### src/rtl/truth_table_scanner_pkg.sv
// Shared constants and state encoding for the truth-table scanner.
package truth_table_scanner_pkg;

    localparam int unsigned NUM_MINTERMS = 16;
    localparam int unsigned W_WIDTH      = 4;
    localparam int unsigned ONES_WIDTH   = 5;
    localparam int unsigned CNT_WIDTH    = 4;

    typedef enum logic [1:0] {
        SCAN_IDLE = 2'd0,
        SCAN_RUN  = 2'd1,
        SCAN_DONE = 2'd2
    } scan_state_e;

    // True when the select bus sits on the final minterm of the sweep.
    function automatic logic is_last_minterm(input logic [W_WIDTH-1:0] w);
        return w == W_WIDTH'(NUM_MINTERMS - 1);
    endfunction

endpackage

### src/rtl/truth_table_scanner_settle_timer.sv
// Hold-time counter: counts 0..SETTLE-1 while enabled and flags the last hold cycle.
module settle_timer
    import truth_table_scanner_pkg::*;
#(
    parameter int unsigned SETTLE = 1
) (
    input  logic Clock,
    input  logic Resetn,
    input  logic clear,
    input  logic enable,
    output logic tick
);

    logic [CNT_WIDTH-1:0] count_q, count_d;

    assign tick = (count_q == CNT_WIDTH'(SETTLE - 1));

    // Next count: clear wins, otherwise advance and wrap on tick.
    always_comb begin
        count_d = count_q;
        if (clear) begin
            count_d = '0;
        end else if (enable) begin
            count_d = tick ? '0 : count_q + CNT_WIDTH'(1);
        end
    end

    // Count register.
    always_ff @(posedge Clock or negedge Resetn) begin
        if (!Resetn) begin
            count_q <= '0;
        end else begin
            count_q <= count_d;
        end
    end

endmodule

### src/rtl/truth_table_scanner.sv
// Sweeps W through all 16 minterms, captures F per minterm, counts ones and
// compares the captured table against a reference latched at start.
module truth_table_scanner
    import truth_table_scanner_pkg::*;
#(
    parameter int unsigned SETTLE = 1
) (
    input  logic                    Clock,
    input  logic                    Resetn,
    input  logic                    start,
    input  logic                    F,
    input  logic [NUM_MINTERMS-1:0] expected,
    output logic [W_WIDTH-1:0]      W,
    output logic [NUM_MINTERMS-1:0] table_out,
    output logic [ONES_WIDTH-1:0]   ones,
    output logic                    busy,
    output logic                    done,
    output logic                    match
);

    scan_state_e state_q, state_d;

    logic [W_WIDTH-1:0]      w_q;
    logic [NUM_MINTERMS-1:0] table_q, table_next;
    logic [NUM_MINTERMS-1:0] expected_q;
    logic [ONES_WIDTH-1:0]   ones_q;
    logic                    match_q;
    logic                    start_accept;
    logic                    tick;
    logic                    sample;

    // Start is only honoured outside an active sweep.
    assign start_accept = start && (state_q != SCAN_RUN);
    assign sample       = (state_q == SCAN_RUN) && tick;

    settle_timer #(
        .SETTLE(SETTLE)
    ) u_settle_timer (
        .Clock (Clock),
        .Resetn(Resetn),
        .clear (start_accept),
        .enable(state_q == SCAN_RUN),
        .tick  (tick)
    );

    // State register.
    always_ff @(posedge Clock or negedge Resetn) begin
        if (!Resetn) begin
            state_q <= SCAN_IDLE;
        end else begin
            state_q <= state_d;
        end
    end

    // Next-state logic.
    always_comb begin
        state_d = state_q;
        unique case (state_q)
            SCAN_IDLE: if (start) state_d = SCAN_RUN;
            SCAN_RUN:  if (sample && is_last_minterm(w_q)) state_d = SCAN_DONE;
            SCAN_DONE: if (start) state_d = SCAN_RUN;
            default:   state_d = SCAN_IDLE;
        endcase
    end

    // Table with the current sample merged in, so the final compare sees the last bit.
    always_comb begin
        table_next      = table_q;
        table_next[w_q] = F;
    end

    // Capture, popcount and compare datapath.
    always_ff @(posedge Clock or negedge Resetn) begin
        if (!Resetn) begin
            w_q        <= '0;
            table_q    <= '0;
            ones_q     <= '0;
            match_q    <= 1'b0;
            expected_q <= '0;
        end else if (start_accept) begin
            w_q        <= '0;
            table_q    <= '0;
            ones_q     <= '0;
            match_q    <= 1'b0;
            expected_q <= expected;
        end else if (sample) begin
            table_q <= table_next;
            ones_q  <= ones_q + ONES_WIDTH'(F);
            if (is_last_minterm(w_q)) begin
                match_q <= (table_next == expected_q);
            end else begin
                w_q <= w_q + W_WIDTH'(1);
            end
        end
    end

    // Outputs; busy and done decode from the state so they are exclusive.
    always_comb begin
        W         = w_q;
        table_out = table_q;
        ones      = ones_q;
        busy      = (state_q == SCAN_RUN);
        done      = (state_q == SCAN_DONE);
        match     = match_q;
    end

endmodule
### config.mk
export PLATFORM = sky130hd
export DESIGN_NAME = truth_table_scanner
export DESIGN_NICKNAME = d
export VERILOG_FILES = /design/src/rtl/truth_table_scanner_pkg.sv /design/src/rtl/truth_table_scanner_settle_timer.sv /design/src/rtl/truth_table_scanner.sv
export SDC_FILE = /design/constraint.sdc
export NUM_CORES = 1
export LEC_CHECK = 0
export ABC_AREA = 0
export ABC_CLOCK_PERIOD_IN_PS = 2300
export CORE_MARGIN = 10
export CORE_UTILIZATION = 50
export DETAILED_ROUTE_END_ITERATION = 7
export HOLD_SLACK_MARGIN = 0.06
export PLACE_DENSITY = 0.74
export RECOVER_POWER = 100
export SYNTH_ARGS = -nofsm -noshare
export SYNTH_HDL_FRONTEND = slang
export SYNTH_SLANG_ARGS = --single-unit
### constraint.sdc
create_clock -name Clock -period 2.3 [get_ports Clock]
set_input_delay 0.69 -clock Clock [delete_from_list [all_inputs] [get_ports Clock]]
set_output_delay 0.69 -clock Clock [all_outputs]
set_load 0.03 [all_outputs]
; ---- Yosys cells after proc, flatten, opt, wreduce, memory -nomap -nowiden
; Cells that the tools add are included.
[word_totals]
reg_bits = 48
input_bits = 20
wordCells = 52
[classes]
n_addsub = 3
order_cmp = 2
eq_ne = 8
mux = 19
reduce_logical = 13
[op_table]
columns = operator, n
row1 = $mux W16, 2
row2 = $mux W4, 6
row3 = $bwmux W16, 1
row4 = $eq A16 B16 Y1, 1
row5 = $mux W5, 2
row6 = $add A4 B1 Y4 const B, 2
row7 = $ne A2 B1 Y1 const B, 3
row8 = $reduce_and A2 Y1, 3
row9 = $reduce_bool A2 Y1, 3
row10 = $add A5 B1 Y5, 1
row11 = $lt A4 B5 Y1 const B, 1
row12 = $demux W1 S4, 1
row13 = $eq A4 B4 Y1 const B, 1
row14 = $ge A4 B1 Y1 const B, 1
row15 = $logic_and A1 B1 Y1, 4
row16 = $logic_not A4 Y1, 1
row17 = $mux W1, 4
row18 = $mux W2, 2
row19 = $pmux W2 S2, 1
row20 = $eq A2 B1 Y1 const B, 1
row21 = $eq A2 B2 Y1 const B, 1
row22 = $logic_not A2 Y1, 1
row23 = $ne A2 B2 Y1 const B, 1
row24 = $reduce_or A2 Y1, 1

; ---- Depth between registers and ports, before layout
[depth]
word_depth = 9
depth_mapped = 9

; ---- Hierarchy
; Synthesis repeated with hierarchy kept, for this count alone.
[unflattened]
hier_cells = 314
hier_area_um2 = 2810.2
[modules_own_cells]
columns = module, n_inst, cells_each, area_each_um2, seq_area_each_um2
row1 = truth_table_scanner, 1, 293, 2595.0, 1101.1
row2 = settle_timer, 1, 21, 215.2, 100.1

; ---- Least setup slack after synthesis
; Ideal clock, no wire load.
[synth_path]
kind = reg2reg
start = register w_q[0], in the netlist W[0]
end = register match_q, in the netlist match
setup_time_ps = 95
arrival_ps = 2244
slack_ps = -39
stages_incl_launch_ff = 9
period_less_slack_ps = 2339
cell_sequence = dfrtp_1 -> inv_1 -> ha_1 -> buf_2 -> nor3b_1 -> a32oi_1 -> o311ai_1 -> or4_1 -> o31ai_1
[synth_via]
elab_chain_len = 9
word_cells_on_any_way = 13
classes_between = order compare (2) / eq/ne (2) / mux (6) / reduce/logical (3)
[synth_rtl]
columns = item, line_no
row1 = from (decl), truth_table_scanner.sv:23  ; logic [W_WIDTH-1:0] w_q;
row2 = from (signal assigned), truth_table_scanner.sv:92  ; w_q <= w_q + W_WIDTH'(1);
row3 = $lt A4 B5 Y1 (not written as such) or $ge A4 B1 Y1 (tied branches), truth_table_scanner.sv:69  ; table_next[w_q] = F;
row4 = $logic_and A1 B1 Y1 (not written as such), truth_table_scanner.sv:69
row5 = $mux W1 (not written as such), truth_table_scanner.sv:69
row6 = $demux W1 S4, truth_table_scanner.sv:69
row7 = $bwmux W16, truth_table_scanner.sv:69
row8 = $eq A16 B16 Y1, truth_table_scanner.sv:90  ; match_q <= (table_next == expected_q);
row9 = $mux W1, truth_table_scanner.sv:89  ; if (is_last_minterm(w_q)) begin
row10 = $mux W1, truth_table_scanner.sv:86  ; end else if (sample) begin
row11 = $mux W1, truth_table_scanner.sv:80  ; end else if (start_accept) begin
row12 = to (signal assigned), truth_table_scanner.sv:90
row13 = to (decl), truth_table_scanner.sv:27  ; logic match_q;
; Several ways; a longest one is shown, not always the timed one. The select of a mux whose other input is x is not followed.
; A chain may end at the register's enable or synchronous reset.

; ---- Worst setup path after layout
[layout_path]
start = input F
end = register match_q, in the netlist match
[layout_via]
elab_chain_len = 5
[layout_rtl]
columns = item, line_no
row1 = from (decl), truth_table_scanner.sv:11  ; input logic F,
row2 = $bwmux W16, truth_table_scanner.sv:69
row3 = $eq A16 B16 Y1, truth_table_scanner.sv:90
row4 = $mux W1, truth_table_scanner.sv:89
row5 = $mux W1, truth_table_scanner.sv:86
row6 = $mux W1, truth_table_scanner.sv:80
; No other way between the ends. The select of a mux whose other input is x is not followed.

==> results by group <==
Run status
  – Run status: finished clean

CTS
  – H-tree depth: 2
  – Post-cts resize count: 0
  – Clock sinks: 48
  – Maximum clock path buffer count: 2
  – Hold_buf cts: 0
  – TritonCTS clock tree: done
  – Clock root buffer: clkbuf_8
  – Clk_lat worst skew: a little over 0.3 ns
  – CTS Buf Count: 5
  – Post CTS Setup Buffer Count: 0
  – Worst-path clk slew: ~0.090 ns

Worst setup path
  – WS Path Type: primary input to register
  – CP cell instances: clkdlybuf4s50_1 > buf_12 > nand4b_1 > o211ai_1 > o2111ai_1 > or4_1 > o31ai_1
  – Crit path DAT: ~2.4 ns
  – Reg-to-Reg Start: W[1]
  – R2R Path End: match
  – Required time of the critical path: roughly 2.5 ns
  – CP peak stage delay: roughly 0.53 ns
  – Critical Path End Type: register
  – Buf/Inv on CP: 2
  – CP delay by family, top: buffers and inverters
  – Reg-to-reg slack, setup: 0.11 ns
  – Cells on worst reg2reg path: 5
  – Startpoint Class: primary input
  – Critical Path Slowest Stage Cell: or4_1
  – CP max FO: 16

Route
  – Via count: 2608
  – 1st-pass router iterations: 4
  – DRC errors left: 0
  – Wire length per cell: about 18 microns
  – Vias/cell: 5.78
  – Initial drt markers: between 200 and 250
  – Final ANT Viol Nets: 0
  – Routed WL: 8020 microns

Hold path
  – Hold Path Class: primary input to async pin

Die
  – I/O pins: 48
  – Die area: approximately 9100 sq um
  – Core area: around 5500 sq um
  – Chip width: around 95 microns
  – Starting Density: about half
  – Row count: 27
  – Chip Height: approximately 95 microns

Yosys
  – Mapped Area: 2840 sq um
  – Synth top area share: a little over two fifths
  – Simple-Gate Fraction of Synth Area: about a quarter
  – Synthesized netlist cell count: between 300 and 400
  – Most common cell in the synthesized netlist: nand2_1
  – Largest family of logic cells by synthesized area: simple AND/OR/NAND/NOR gates
  – Synthesized area per cell: 8.88 sq um
  – Post-synthesis mux area share: under 10%
  – Seq/Total Area, Yosys: between 40% and 50%
  – Ys Warns: 0
  – Synth Register Bits: between 40 and 50
  – Adder-Cell Fraction of Synth Area: 3.52%
  – Yosys cell types: 60
  – Post-synth net total: 348
  – Post-synthesis compound-gate area fraction: between 10% and 20%
  – Xor/xnor cell area share of the yosys netlist: under 10%
  – Primary FF master, synth: dfrtp_1
  – Yosys top cell by area: dfrtp_1
  – Number of enable flip-flop cells after synthesis: 0
  – Synth cell count leaders: nand2_1 (63), dfrtp_1 (48), o21ai_0 (35), nor2_1 (19), inv_1 (12)
  – Ys async rst share: between 90% and 100%
  – Area contributors post-synth: dfrtp_1 (42%), nand2_1 (8.3%), o21ai_0 (6.2%)

Final layout
  – Nets: 407
  – Synth-to-Final Area Change: 26.1%
  – Fill count: 460
  – Register area: about 1200 sq um
  – Multi-input gate area: around 1500 sq um
  – Post-layout util: 65.1%
  – Share of cells above drive strength 1: 11.6%
  – ANT cells: 0
  – Layout Cells excl Fill: 451

Timing
  – Fmax: approximately 450 MHz
  – RSZ-0062 raised after global routing: false
  – Crit path time final: ~2.2 ns
  – Final setup violating endpoints: 0
  – Final Skew: roughly 0.006 ns
  – Worst-margin pin slew: just over 0.7 ns
  – Crit share post-route: 96.5%
  – Final count of pins violating max slew: 0
  – Hold Vio Cnt, Final: 0
  – Slew HR: a little over half
  – TNS Setup: 0 ns

Power and ir drop
  – Lkg Pwr: about 1.7 nW
  – Power per cell area: between 1000 and 1500 nW/um^2
  – Power consumption: approximately 0.0044 W
  – Peak VDD IR: roughly 0.6 mV

Place
  – Hpwl dp: between 5000 and 6000 microns
  – GPL Wtd Cong: 0.910
  – IO Port Bufs: between 40 and 50
  – Inst Count DP: approximately 440

GRT
  – First-pass GRT wire length: about 13000 microns
  – Number of antenna violations at the first check in global routing: 0
  – Vias in the first global route: around 2500
  – Largest net degree at the start of global routing: 28
  – Global route total overflow: 0
  – GRT Total Usage: between 15 and 20%

Flow run
  – Max-cap check violation count: 0
==> registers in the layout (all words and copies together), names as in the netlist <==
register                cells
expected_q                 16
match                       1
state_q                     2
u_settle_timer.count_q      4
table_out                  16
ones                        5
W                           4
==> worst register-to-register path, stage by stage, from the launching register on <==
cell and delay, ns:
dfrtp_2 0.42, ha_1 0.33, or3b_1 0.42, a221o_1 0.32, or4_1 0.42, o31ai_1 0.20
==> final cells by class <==
class | instances | area share [%]
Sequential cell | 48 | 33.6
Timing Repair Buffer | 73 | 18.0
Tap cell | 72 | 2.51
Multi-Input combinational cell | 238 | 40.9
Clock buffer | 5 | 1.92
Clock inverter | 2 | 1.68
Inverter | 13 | 1.36
==> worst max-delay path by stage <==
stage / startpoint / endpoint / cells after the start
detailed placement: F / match / 7
global placement: F / match / 7
global route: F / match / 7
finish: F / match / 7
floorplan: W[0] / match / 8
CTS: state_q[0] / done / 2
==> metrics by stage <==
step | hold slack [ns] | cell area, sq um | setup slack (ns)
finish | 0.396 | 3580 | 0.0816
global route | 0.444 | 3580 | 0.0134
CTS | 0.277 | 3630 | 0.0325
detailed placement | 0.489 | 3500 | -0.258
global placement | 0.491 | 3500 | -0.223
floorplan | 0.394 | 2850 | 0.0818
==> routing by layer <==
layer  track usage [%]  vias up  wire length, microns
li1                  -     1238                     -
met1              24.1     1271                  3530
met2              29.1       87                  3890
met3              4.16       12                   502
met4              4.91        0                   104
met5                 0        -                     0
==> where the power goes <==
part           total (W)  switching (W)  internal [W]
clock network   0.000720       0.000292      0.000428
registers        0.00146       0.000338       0.00112
logic            0.00219        0.00128      0.000916
total            0.00437        0.00191       0.00246
==> cell families after synthesis <==
group | count (synthesis)
flops | 48
buf+inv | 34
xor+xnor | 11
simple gates | 132
fa+ha+maj | 8
compound gates | 78
mux | 9
==> cell usage in the layout, fill, tap and decap left out, types with 9 or more instances in the layout <==
cell type / instances
mux2i_1: 9
buf_4: 18
dfrtp_1: 46
clkdlybuf4s50_1: 19
dlygate4sd3_1: 24
o21ai_0: 35
inv_1: 12
nand2_1: 64
nor2_1: 18
Power figures use the tool's default switching activity.
